### src/rtl/maze_cursor_ctrl_pkg.sv
// Shared constants and types for the maze cursor sequencer (package maze_pkg).
package maze_pkg;

    localparam int COLS  = 18;
    localparam int ROWS  = 11;
    localparam int CELLS = COLS * ROWS;

    localparam logic [7:0] COLLIDE_CELL = 8'd255;
    localparam logic [2:0] WIRE_NONE    = 3'b111;
    localparam logic [2:0] LAST_COLOUR  = 3'd5;

    typedef enum logic [2:0] {
        S_NAV,
        S_CUT_WAIT,
        S_DEAD,
        S_WON,
        S_OVER
    } state_t;

    typedef enum logic [1:0] {
        DIR_UP,
        DIR_DOWN,
        DIR_LEFT,
        DIR_RIGHT
    } dir_t;

    // Indexed by colour; entries 0, 6 and 7 are never valid checkpoint colours.
    localparam logic [7:0] CHECKPOINT [8] = '{8'd0, 8'd31, 8'd113, 8'd178,
                                              8'd37, 8'd139, 8'd0, 8'd0};

    function automatic logic [7:0] checkpoint_cell(input logic [2:0] colour);
        return CHECKPOINT[colour];
    endfunction

endpackage

### src/rtl/maze_cursor_ctrl_if.sv
// Game-side signal bundle of the maze cursor sequencer: buttons, tick, maze map,
// wire-cutter handshake and renderer/status outputs.
interface maze_cursor_ctrl_if #(
    parameter int CELLS = maze_pkg::CELLS
);
    logic             tick;
    logic             btn_up;
    logic             btn_down;
    logic             btn_left;
    logic             btn_right;
    logic [CELLS-1:0] mazestate;
    logic             cut_ack;
    logic             cut_ok;
    logic [7:0]       count;
    logic [2:0]       curr_colour;
    logic             cut_req;
    logic [2:0]       wire_to_cut;
    logic             game_won;
    logic             game_over;
    logic [1:0]       lives_left;

    modport master (
        output tick, btn_up, btn_down, btn_left, btn_right, mazestate, cut_ack, cut_ok,
        input  count, curr_colour, cut_req, wire_to_cut, game_won, game_over, lives_left
    );

    modport slave (
        input  tick, btn_up, btn_down, btn_left, btn_right, mazestate, cut_ack, cut_ok,
        output count, curr_colour, cut_req, wire_to_cut, game_won, game_over, lives_left
    );

endinterface

### src/rtl/maze_cursor_ctrl_step.sv
// Combinational one-cell step on the maze grid: target row/col/index and an
// off-grid flag. The target stays on the current cell when off-grid.
module maze_step #(
    parameter int COLS = maze_pkg::COLS,
    parameter int ROWS = maze_pkg::ROWS
) (
    input  logic           [3:0] row,
    input  logic           [4:0] col,
    input  maze_pkg::dir_t       dir,
    output logic           [3:0] target_row,
    output logic           [4:0] target_col,
    output logic           [7:0] target_cell,
    output logic                 off_grid
);

    localparam logic [3:0] LAST_ROW = 4'(ROWS - 1);
    localparam logic [4:0] LAST_COL = 5'(COLS - 1);
    localparam logic [7:0] COLS_W   = 8'(COLS);

    always_comb begin
        target_row = row;
        target_col = col;
        off_grid   = 1'b0;
        case (dir)
            maze_pkg::DIR_UP: begin
                if (row == 4'd0) off_grid = 1'b1;
                else             target_row = row - 4'd1;
            end
            maze_pkg::DIR_DOWN: begin
                if (row == LAST_ROW) off_grid = 1'b1;
                else                 target_row = row + 4'd1;
            end
            maze_pkg::DIR_LEFT: begin
                if (col == 5'd0) off_grid = 1'b1;
                else             target_col = col - 5'd1;
            end
            default: begin
                if (col == LAST_COL) off_grid = 1'b1;
                else                 target_col = col + 5'd1;
            end
        endcase
    end

    // Constant multiply only; the largest index (197) fits in 8 bits.
    assign target_cell = 8'(target_row) * COLS_W + 8'(target_col);

endmodule

### src/rtl/maze_cursor_ctrl.sv
// Maze wire-cutting game sequencer: cursor movement, checkpoint order, cutter
// hand-off and collision respawn. Optional lives/game-over with `define LIVES_EN.
module maze_cursor_ctrl #(
    parameter int COLS       = 18,
    parameter int ROWS       = 11,
    parameter int START_CELL = 181,
    parameter int DEAD_TICKS = 10,
    parameter int MAX_LIVES  = 3
) (
    input  logic                CLK,
    input  logic                RESET_N,
    maze_cursor_ctrl_if.slave   bus
);

    import maze_pkg::*;

    localparam int         TW         = $clog2(DEAD_TICKS + 1);
    localparam logic [3:0] START_ROW  = 4'(START_CELL / COLS);
    localparam logic [4:0] START_COL  = 5'(START_CELL % COLS);
    localparam logic [7:0] START_IDX  = 8'(START_CELL);
    localparam logic [TW-1:0] TIMER_LAST = TW'(DEAD_TICKS - 1);

    state_t        state;
    logic [3:0]    row;
    logic [4:0]    col;
    logic [7:0]    count_r;
    logic [2:0]    colour;
    logic [3:0]    respawn_row;
    logic [4:0]    respawn_col;
    logic [7:0]    respawn_cell;
    logic          cut_req_r;
    logic [2:0]    wire_r;
    logic          won_r;
    logic [TW-1:0] dead_timer;

    dir_t       dir;
    logic       btn_any;
    logic [3:0] tgt_row;
    logic [4:0] tgt_col;
    logic [7:0] tgt_cell;
    logic       off_grid;
    logic       tgt_open;
    logic       nav_move;
    state_t     death_state;

    always_comb begin
        btn_any = bus.btn_up | bus.btn_down | bus.btn_left | bus.btn_right;
        dir     = DIR_RIGHT;
        if (bus.btn_up)        dir = DIR_UP;
        else if (bus.btn_down) dir = DIR_DOWN;
        else if (bus.btn_left) dir = DIR_LEFT;
    end

    maze_step #(
        .COLS (COLS),
        .ROWS (ROWS)
    ) u_step (
        .row         (row),
        .col         (col),
        .dir         (dir),
        .target_row  (tgt_row),
        .target_col  (tgt_col),
        .target_cell (tgt_cell),
        .off_grid    (off_grid)
    );

    assign tgt_open = bus.mazestate[tgt_cell];
    assign nav_move = (state == S_NAV) && bus.tick && btn_any && !off_grid;

`ifdef LIVES_EN
    logic [1:0] lives_r;
    logic       over_r;
    logic       collide;

    // Losing the last life skips the respawn timer entirely.
    assign death_state = (lives_r == 2'd1) ? S_OVER : S_DEAD;
    assign collide     = (nav_move && !tgt_open) ||
                         ((state == S_CUT_WAIT) && bus.cut_ack && !bus.cut_ok);

    always_ff @(posedge CLK or negedge RESET_N) begin
        if (!RESET_N) begin
            lives_r <= 2'(MAX_LIVES);
            over_r  <= 1'b0;
        end else if (collide) begin
            lives_r <= lives_r - 2'd1;
            if (lives_r == 2'd1) over_r <= 1'b1;
        end
    end

    assign bus.lives_left = lives_r;
    assign bus.game_over  = over_r;
`else
    assign death_state    = S_DEAD;
    assign bus.lives_left = 2'(MAX_LIVES);
    assign bus.game_over  = 1'b0;
`endif

    always_ff @(posedge CLK or negedge RESET_N) begin
        if (!RESET_N) begin
            state        <= S_NAV;
            row          <= START_ROW;
            col          <= START_COL;
            count_r      <= START_IDX;
            colour       <= 3'd1;
            respawn_row  <= START_ROW;
            respawn_col  <= START_COL;
            respawn_cell <= START_IDX;
            cut_req_r    <= 1'b0;
            wire_r       <= WIRE_NONE;
            won_r        <= 1'b0;
            dead_timer   <= '0;
        end else begin
            case (state)
                S_NAV: begin
                    if (nav_move) begin
                        if (!tgt_open) begin
                            count_r    <= COLLIDE_CELL;
                            dead_timer <= '0;
                            state      <= death_state;
                        end else begin
                            row     <= tgt_row;
                            col     <= tgt_col;
                            count_r <= tgt_cell;
                            // Only the checkpoint of the currently required colour triggers a cut.
                            if (tgt_cell == checkpoint_cell(colour)) begin
                                cut_req_r <= 1'b1;
                                wire_r    <= colour;
                                state     <= S_CUT_WAIT;
                            end
                        end
                    end
                end
                S_CUT_WAIT: begin
                    if (bus.cut_ack) begin
                        cut_req_r <= 1'b0;
                        wire_r    <= WIRE_NONE;
                        if (bus.cut_ok) begin
                            respawn_row  <= row;
                            respawn_col  <= col;
                            respawn_cell <= count_r;
                            if (colour == LAST_COLOUR) begin
                                won_r <= 1'b1;
                                state <= S_WON;
                            end else begin
                                colour <= colour + 3'd1;
                                state  <= S_NAV;
                            end
                        end else begin
                            count_r    <= COLLIDE_CELL;
                            dead_timer <= '0;
                            state      <= death_state;
                        end
                    end
                end
                S_DEAD: begin
                    if (bus.tick) begin
                        if (dead_timer == TIMER_LAST) begin
                            row     <= respawn_row;
                            col     <= respawn_col;
                            count_r <= respawn_cell;
                            state   <= S_NAV;
                        end else begin
                            dead_timer <= dead_timer + 1'b1;
                        end
                    end
                end
                default: ;
            endcase
        end
    end

    assign bus.count       = count_r;
    assign bus.curr_colour = colour;
    assign bus.cut_req     = cut_req_r;
    assign bus.wire_to_cut = wire_r;
    assign bus.game_won    = won_r;

endmodule

### src/flat_wrapper.sv
// flat-port wrapper written by rule: the top's interface ports become plain ports
module maze_cursor_ctrl_flat import maze_pkg::*;
#(
    parameter int COLS       = 18,
    parameter int ROWS       = 11,
    parameter int START_CELL = 181,
    parameter int DEAD_TICKS = 10,
    parameter int MAX_LIVES  = 3
)
  (CLK, RESET_N, bus_tick, bus_btn_up, bus_btn_down, bus_btn_left, bus_btn_right, bus_mazestate, bus_cut_ack, bus_cut_ok, bus_count, bus_curr_colour, bus_cut_req, bus_wire_to_cut, bus_game_won, bus_game_over, bus_lives_left);
  maze_cursor_ctrl_if bus_i ();
  input  logic CLK;
  input  logic RESET_N;
  input wire logic [$bits(bus_i.tick)-1:0] bus_tick;
  input wire logic [$bits(bus_i.btn_up)-1:0] bus_btn_up;
  input wire logic [$bits(bus_i.btn_down)-1:0] bus_btn_down;
  input wire logic [$bits(bus_i.btn_left)-1:0] bus_btn_left;
  input wire logic [$bits(bus_i.btn_right)-1:0] bus_btn_right;
  input wire logic [$bits(bus_i.mazestate)-1:0] bus_mazestate;
  input wire logic [$bits(bus_i.cut_ack)-1:0] bus_cut_ack;
  input wire logic [$bits(bus_i.cut_ok)-1:0] bus_cut_ok;
  output wire logic [$bits(bus_i.count)-1:0] bus_count;
  output wire logic [$bits(bus_i.curr_colour)-1:0] bus_curr_colour;
  output wire logic [$bits(bus_i.cut_req)-1:0] bus_cut_req;
  output wire logic [$bits(bus_i.wire_to_cut)-1:0] bus_wire_to_cut;
  output wire logic [$bits(bus_i.game_won)-1:0] bus_game_won;
  output wire logic [$bits(bus_i.game_over)-1:0] bus_game_over;
  output wire logic [$bits(bus_i.lives_left)-1:0] bus_lives_left;
  assign bus_i.tick = bus_tick;
  assign bus_i.btn_up = bus_btn_up;
  assign bus_i.btn_down = bus_btn_down;
  assign bus_i.btn_left = bus_btn_left;
  assign bus_i.btn_right = bus_btn_right;
  assign bus_i.mazestate = bus_mazestate;
  assign bus_i.cut_ack = bus_cut_ack;
  assign bus_i.cut_ok = bus_cut_ok;
  assign bus_count = bus_i.count;
  assign bus_curr_colour = bus_i.curr_colour;
  assign bus_cut_req = bus_i.cut_req;
  assign bus_wire_to_cut = bus_i.wire_to_cut;
  assign bus_game_won = bus_i.game_won;
  assign bus_game_over = bus_i.game_over;
  assign bus_lives_left = bus_i.lives_left;
  maze_cursor_ctrl #(.COLS(COLS), .ROWS(ROWS), .START_CELL(START_CELL), .DEAD_TICKS(DEAD_TICKS), .MAX_LIVES(MAX_LIVES)) u_core (.CLK(CLK), .RESET_N(RESET_N), .bus(bus_i));
endmodule
### config.mk
export PLATFORM = sky130hd
export DESIGN_NAME = maze_cursor_ctrl_flat
export DESIGN_NICKNAME = d
export VERILOG_FILES = /design/src/rtl/maze_cursor_ctrl_pkg.sv /design/src/rtl/maze_cursor_ctrl_if.sv /design/src/rtl/maze_cursor_ctrl_step.sv /design/src/rtl/maze_cursor_ctrl.sv /design/src/flat_wrapper.sv
export SDC_FILE = /design/constraint.sdc
export NUM_CORES = 1
export LEC_CHECK = 0
export BUFFER_PORTS_ARGS = -buffer_cell sky130_fd_sc_hd__buf_4
export CORE_ASPECT_RATIO = 1.75
export CORE_MARGIN = 2
export CORE_UTILIZATION = 53
export DETAILED_ROUTE_END_ITERATION = 7
export PLACE_DENSITY = 0.85
export SLEW_MARGIN = 30
export SYNTH_ARGS = -nofsm -noshare
export SYNTH_HDL_FRONTEND = slang
export SYNTH_HIERARCHICAL = 1
export SYNTH_SLANG_ARGS = --single-unit
### constraint.sdc
create_clock -name CLK -period 13.7 [get_ports CLK]
set_clock_uncertainty 0.1 [all_clocks]
set_input_delay 0.685 -clock CLK [delete_from_list [all_inputs] [get_ports CLK]]
set_output_delay 0.685 -clock CLK [all_outputs]
set_load 0.005 [all_outputs]
==> results of run 1 <==
==> worst max-delay path by stage <==
| stage | start | to | slack (ns) | cells after the start |
|---|---|---|---|---|
| detailed placement | bus_btn_down | u_core/dead_timer[0] | 7.43 | 16 |
| global route | bus_btn_down | u_core/dead_timer[0] | 7.31 | 16 |
| floorplan | bus_btn_down | u_core/col[3] | 8.84 | 17 |
| finish | bus_btn_down | u_core/dead_timer[0] | 7.65 | 16 |
| CTS | bus_btn_left | u_core/col[4] | 7.71 | 16 |
| global placement | bus_btn_left | u_core/dead_timer[0] | 7.50 | 15 |
==> cell type report <==
| type | instances | area, um2 |
|---|---|---|
| flip-flops and latches | 48 | 1230 |
| repair buffers | 228 | 1710 |
| well taps | 125 | 156 |
| multi-input cells | 439 | 3750 |
| clock inverters | 3 | 68.8 |
| inverters | 23 | 86.3 |
| fillers | 693 | 2660 |
| clock buffers | 5 | 125 |
==> state kept, by name, summed over array words and instances (netlist names), 2 cells and up <==
register,flops
u_core/bus.count,8
u_core/respawn_cell,8
u_core/col,5
u_core/respawn_col,5
u_core/dead_timer,4
u_core/respawn_row,4
u_core/row,4
u_core/bus.curr_colour,3
u_core/bus.wire_to_cut,3
u_core/state,2
==> per-stage QoR <==
stage | hold slack (ns) | util (%) | worst slack [ns]
after floorplan | 0.289 | - | 8.84
after global placement | 0.345 | 70.7 | 7.50
after detailed placement | 0.347 | 70.7 | 7.43
after CTS | 0.318 | 72.7 | 7.71
after global routing | 0.341 | 72.8 | 7.31
final | 0.288 | 72.8 | 7.65
==> layer usage <==
metal	vias to the layer above	wire (um)
li1	2429	-
met1	2526	5710
met2	298	9580
met3	40	1220
met4	0	573
met5	-	0
==> synthesized netlist by cell type (4+ instances only) <==
master / count / area (um2)
a311oi_1: 4 / 35.0
nor2_1: 26 / 97.6
nand2b_1: 6 / 37.5
mux4_2: 28 / 631
inv_1: 23 / 86.3
nor3_1: 6 / 30.0
xor2_1: 8 / 70.1
dfstp_2: 20 / 526
mux4_1: 6 / 158
nand2_1: 94 / 353
buf_4: 8 / 60.1
mux2_2: 22 / 248
a211oi_1: 7 / 52.6
o21ai_0: 15 / 75.1
clkbuf_1: 15 / 56.3
o211ai_1: 5 / 37.5
buf_6: 5 / 56.3
o31ai_1: 8 / 60.1
nand3_1: 11 / 55.1
nor2b_1: 7 / 43.8
o22ai_1: 6 / 37.5
ha_1: 25 / 313
a21oi_1: 25 / 125
xnor2_1: 9 / 78.8
buf_2: 12 / 60.1
mux2_4: 9 / 135
a2111oi_0: 5 / 43.8
mux2i_1: 41 / 410
dfrtp_1: 28 / 701
==> cells by family (layout without fill, tap and decap cells) <==
kind of cell | Yosys count | in the layout
simple gates | 168 | 168
compound gates | 117 | 117
mux | 108 | 108
buf+inv | 66 | 259
flops | 48 | 48
fa+ha+maj | 26 | 26
xor+xnor | 17 | 17
other cells | 2 | 3
==> power breakdown <==
part	switching (mW)	leakage, nW	internal [mW]	total (mW)
Sequential	0.0749	0.568	0.231	0.306
Combinational	1.04	2.66	0.814	1.85
Clock	0.0566	0.0944	0.105	0.162
==> flow_summary.ini, run 1 <==
[route]
viasPerCell = 6.08
dr.pass1.iters = 5
drc = 0
post_drt_wl_per_cell_um = 19.6
drt_iter0_drc = 368
dr_total_vias = 5293
ant_nets = 0
finalWirelength_um = 17100

[clock_tree]
htreeDepth = 2
hold_buffers = 0
clk_latency_ns = 0.29
numCtsBuffers = 5
cts_setup_buffers = 0
cts.sinks = 48
cts_root_buf = clkbuf_16
clock_path_buffers = 2
clkTransAtPathRegs_ns = 0.07
cts_tree = built
cts_resized = 0

[logic_synthesis]
seq_area_frac_synth_pct = 23.1
yosysWarnings = 6
syn_area_per_cell_um2 = 9.60
synth_edf_count = 0
ys_types = 75
synthesis.area_um2 = 5300
synthAdderAreaFrac_pct = 6.28
synthSimpleGateAreaFrac_pct = 14.3
synthXorXnorAreaFrac_pct = 2.81
yosys-mux-area-fraction_pct = 30.3
syn_inst = 552
synth-seq-cells = 48
synth-compound-area-share_pct = 16.4
synth_top_family_by_area = multiplexers
async_flop_share_pct = 100
synth_ff_type = dfrtp_1

[finish]
fin_nets = 978
drive_gt1_share_pct = 45.0
n_antenna_cell = 0
design_area_um2 = 7130
final_common_cell = buf_4
mostFrequentLayoutCells = 228 x buf_4, 94 x nand2_1, 41 x mux2i_1, 28 x mux4_2, 28 x dfrtp_1
area_delta_synth_final_pct = 34.4
fin_cells = 871

[grt]
use_met2_pct = 59.6
grt_overflow = 0
use_met3_pct = 4.12
grt_util_met1_pct = 33.3
antenna_found_initial = 0
grtUsageTotal_pct = 31.2
grt_pass1_vias = 5562
busiest_layer = met2
grt_max_degree = 49
grt_pass1_wl_um = 26400

[worst_setup_path]
worstPathRequired_ns = 13.78
r2r_setup_slack_ns = 7.98
slowest_delay_ns = 0.73
arrival_ns = 6.12
crit_fanout = 38
cpLargestDelayFamily = compound AO/OA/AOI/OAI gates
critical_path.endpoint_type = register
rr_endpoint = u_core/col[4]
path_buf_inv = 4
critPathKind = input port to register
cp_cell_sequence = buf_4 > nor2_1 > inv_1 > a211oi_2 > nor2_1 > xnor2_2 > buf_4 > buf_4 > mux4_2 > nor2b_1 > a2111oi_0 > o32ai_1 > nand4_1 > o311ai_1 > a21oi_2 > mux2_1
rr_worst_depth = 15
cp-start-kind = input port
cp_common_cell = buf_4
slowest_stage = a2111oi_0
timing.rr.start = u_core/col[0]

[pwr]
vdd_drop_max_v = 0.000238
power_mw = 2.32
p_per_area_nw_per_um2 = 325
power.leakage_nw = 3.33

[die]
rows = 48
ios = 226
initial_core_util_pct = 54.2
fp.dieH_um = 136
die_area_um2 = 10800
core-area_um2 = 9790
die_w_um = 79.6

[timing]
tightest_slew_ns = 0.902
max_freq_mhz = 165
drv_slew = 0
hold_violations = 0
rsz0062_at_grt = false
setup_viol = 0
slew_headroom_pct = 39.7
min_period_over_period_pct = 44.2
finalCriticalPeriod_ns = 6.05
fin_tns_setup_ns = 0

[status]
status = finished, final reports clean

[job]
drv_cap = 0

[place]
io_buffers = 222
dp_hpwl_um = 13500
placed_cells = 863
gp_congestion = 0.951
place_area_um2 = 6920

[hold_path]
min_path_type = input port to asynchronous set/reset pin
Note: power is estimated with default switching activity, not from simulation.
==> inputs of run 2 (changes only) <==
- ABC_AREA: default -> 1
- CORE_UTILIZATION: 53 -> 45
- PLACE_DENSITY: 0.85 -> 0.75
- clock period: 13.7 -> 5.2 ns (I/O delays scaled with it)
==> run 2 against run 1 <==
Net effect: count of clock-buffer cells in the layout rose by 3; non-clock buffer count grew 5; flip-flop and latch count stayed put; cell area is 4.0% higher; setup slack got worse by 6.9 ns; clock power grew 110%; largest power group unchanged.
==> flow_summary.ini, run 2 <==
[timing]
min_period_over_period_pct = 85.7
slew_headroom_pct = 40.2
tightest_slew_ns = 0.897
fin_tns_setup_ns = 0
drv_slew = 0
finalCriticalPeriod_ns = 4.46
hold_violations = 0
setup_viol = 0
hold_slack_ns = 0.283
max_freq_mhz = 224
rsz0062_at_grt = false

[place]
io_buffers = 222
gp_congestion = 0.934
place_area_um2 = 7240
placed_cells = 1311
dp_hpwl_um = 16000

[worst_setup_path]
crit_fanout = 26
rr_worst_depth = 22
cp-start-kind = register
rr_endpoint = u_core/bus.cut_req
critical_path.endpoint_type = register
r2r_setup_slack_ns = 0.74
arrival_ns = 4.52
timing.rr.start = u_core/col[0]
critPathKind = register to register
worstPathRequired_ns = 5.26

[finish]
drive_gt1_share_pct = 25.5
fin_nets = 1387
area_delta_synth_final_pct = 33.8
mostFrequentLayoutCells = 429 x nand2_1, 231 x buf_4, 135 x nand3_1, 64 x nor2_1, 53 x inv_1
n_antenna_cell = 0
design_area_um2 = 7410
final_common_cell = nand2_1
fin_cells = 1320

[die]
fp.dieH_um = 151
rows = 53
ios = 226
initial_core_util_pct = 46.1
die_w_um = 87.9
core-area_um2 = 12000
die_area_um2 = 13200

[clock_tree]
cts_resized = 0
cts.sinks = 48
clk_latency_ns = 0.29
cts_root_buf = clkbuf_16
clkTransAtPathRegs_ns = 0.06
cts_tree = built
numCtsBuffers = 5
htreeDepth = 2
cts_setup_buffers = 0
clock_path_buffers = 2

[logic_synthesis]
synth_area_leaders = nand2_1 29%, dfrtp_1 13%, nand3_1 12%, dfstp_2 9.5%, ha_1 5.6%
synth_most_common_cell = nand2_1
seq_area_frac_synth_pct = 22.1
yosys-top-cells-count = 429 x nand2_1, 135 x nand3_1, 64 x nor2_1
yosysWarnings = 6
syn_area_per_cell_um2 = 5.74
synth-seq-cells = 48
synth_top_area_cell = nand2_1
synth_ff_type = dfrtp_1
ys_types = 42
async_flop_share_pct = 100
synth_edf_count = 0
synthesis.area_um2 = 5540
netlist.area_leader.share_pct = 29.1
syn_inst = 965

[route]
dr.pass1.iters = 5
ant_nets = 0
dr_total_vias = 6793
post_drt_wl_per_cell_um = 15.6
drt_iter0_drc = 303
finalWirelength_um = 20600
drc = 0
viasPerCell = 5.15

[grt]
antenna_found_initial = 0
grt_pass1_wl_um = 31200
grt_max_degree = 97
grt_pass1_vias = 6303
grt_overflow = 0
grtUsageTotal_pct = 30.1

[pwr]
vdd_drop_max_v = 0.000414
power.leakage_nw = 4.08
power_mw = 5.90
p_per_area_nw_per_um2 = 796

[hold_path]
min-delay-start = bus_cut_ok
min_to = u_core/state[0]
holdPathStages = 5
min_path_type = input port to register

[status]
status = finished, final reports clean

[job]
drv_cap = 0
==> run 2: cell count changes in the layout (fill, tap and decap cells not counted), sizes merged, moves of 34 or more <==
cell	before	now
nand2	94	441
inv	24	60
mux4	34	0
mux2i	41	0
nand3	11	137
nor2	26	67
==> run 2: how the worst max path moves through the flow <==
| stage | from | endpoint | slack, ns | cells after the start |
|---|---|---|---|---|
| after floorplan | u_core/row[1] | u_core/bus.cut_req | 1.54 | 21 |
| after global placement | bus_btn_down | u_core/bus.cut_req | 0.80 | 24 |
| after detailed placement | bus_btn_left | u_core/bus.cut_req | 0.72 | 24 |
| after CTS | u_core/col[0] | u_core/bus.cut_req | 0.73 | 23 |
| after global routing | u_core/col[0] | u_core/bus.cut_req | 0.19 | 25 |
| final | u_core/col[0] | u_core/bus.cut_req | 0.74 | 22 |
==> run 2: logic make-up after synthesis <==
family / Yosys count / synth area share (%)
and+or+nand+nor: 670 / 51.0
DFF: 48 / 22.1
xor gates and xnor gates: 15 / 2.37
adders and majority gates: 26 / 6.01
other: 2 / 0.136
AOI/OAI and AO/OA: 91 / 8.92
buffers and inverters: 113 / 9.44
==> run 2: timing repair <==
item	4_1_cts	5_1_grt
endpoints found under the hold margin	28	0
hold buffers	1	0
setup endpoints to repair	0	0
==> run 2: cell type report <==
cell class | instances | area [um2]
Sequential cell | 48 | 1230
Multi-Input combinational cell | 805 | 3820
Fill cell | 1232 | 4590
Clock buffer | 8 | 156
Inverter | 61 | 233
Timing Repair Buffer | 233 | 1770
Tap cell | 165 | 206
==> run 2: metrics by stage <==
step,util [%],setup WS [ns]
finish,61.7,0.745
global route,61.7,0.186
CTS,61.7,0.731
detailed placement,60.4,0.722
global placement,60.1,0.801
floorplan,-,1.54
==> run 2: worst max-delay path, cell delays in order, from the launching register on <==
cell and delay [ns]:
dfstp_2 0.64, ha_1 0.17, nand2_1 0.06, o21ai_2 0.22, nand2_1 0.17, nor2_1 0.15, nor3_2 0.07, ha_1 0.81
inv_2 0.43, nor2_1 0.18, o21ai_0 0.09, nand2_1 0.12, nand2_1 0.06, nand2_1 0.05, nand3_1 0.11, nand3_1 0.10
nand2_1 0.05, nand2_1 0.06, nand2_2 0.07, nand3_2 0.22, nand2_1 0.22, nand2_1 0.10, o21ai_1 0.06
==> run 2: per-layer routing <==
metal | wire length [um] | GRT usage (%) | vias up
met5 | 0 | 0 | -
met4 | 928 | 15.1 | 0
met3 | 1400 | 4.93 | 55
met2 | 11100 | 56.3 | 258
met1 | 7200 | 31.4 | 3037
li1 | - | - | 3443
==> run 2: report_power, final <==
group / leakage [nW] / switching [mW] / internal [mW]
Combinational: 3.43 / 3.17 / 1.63
Sequential: 0.576 / 0.174 / 0.589
Clock: 0.0772 / 0.132 / 0.205
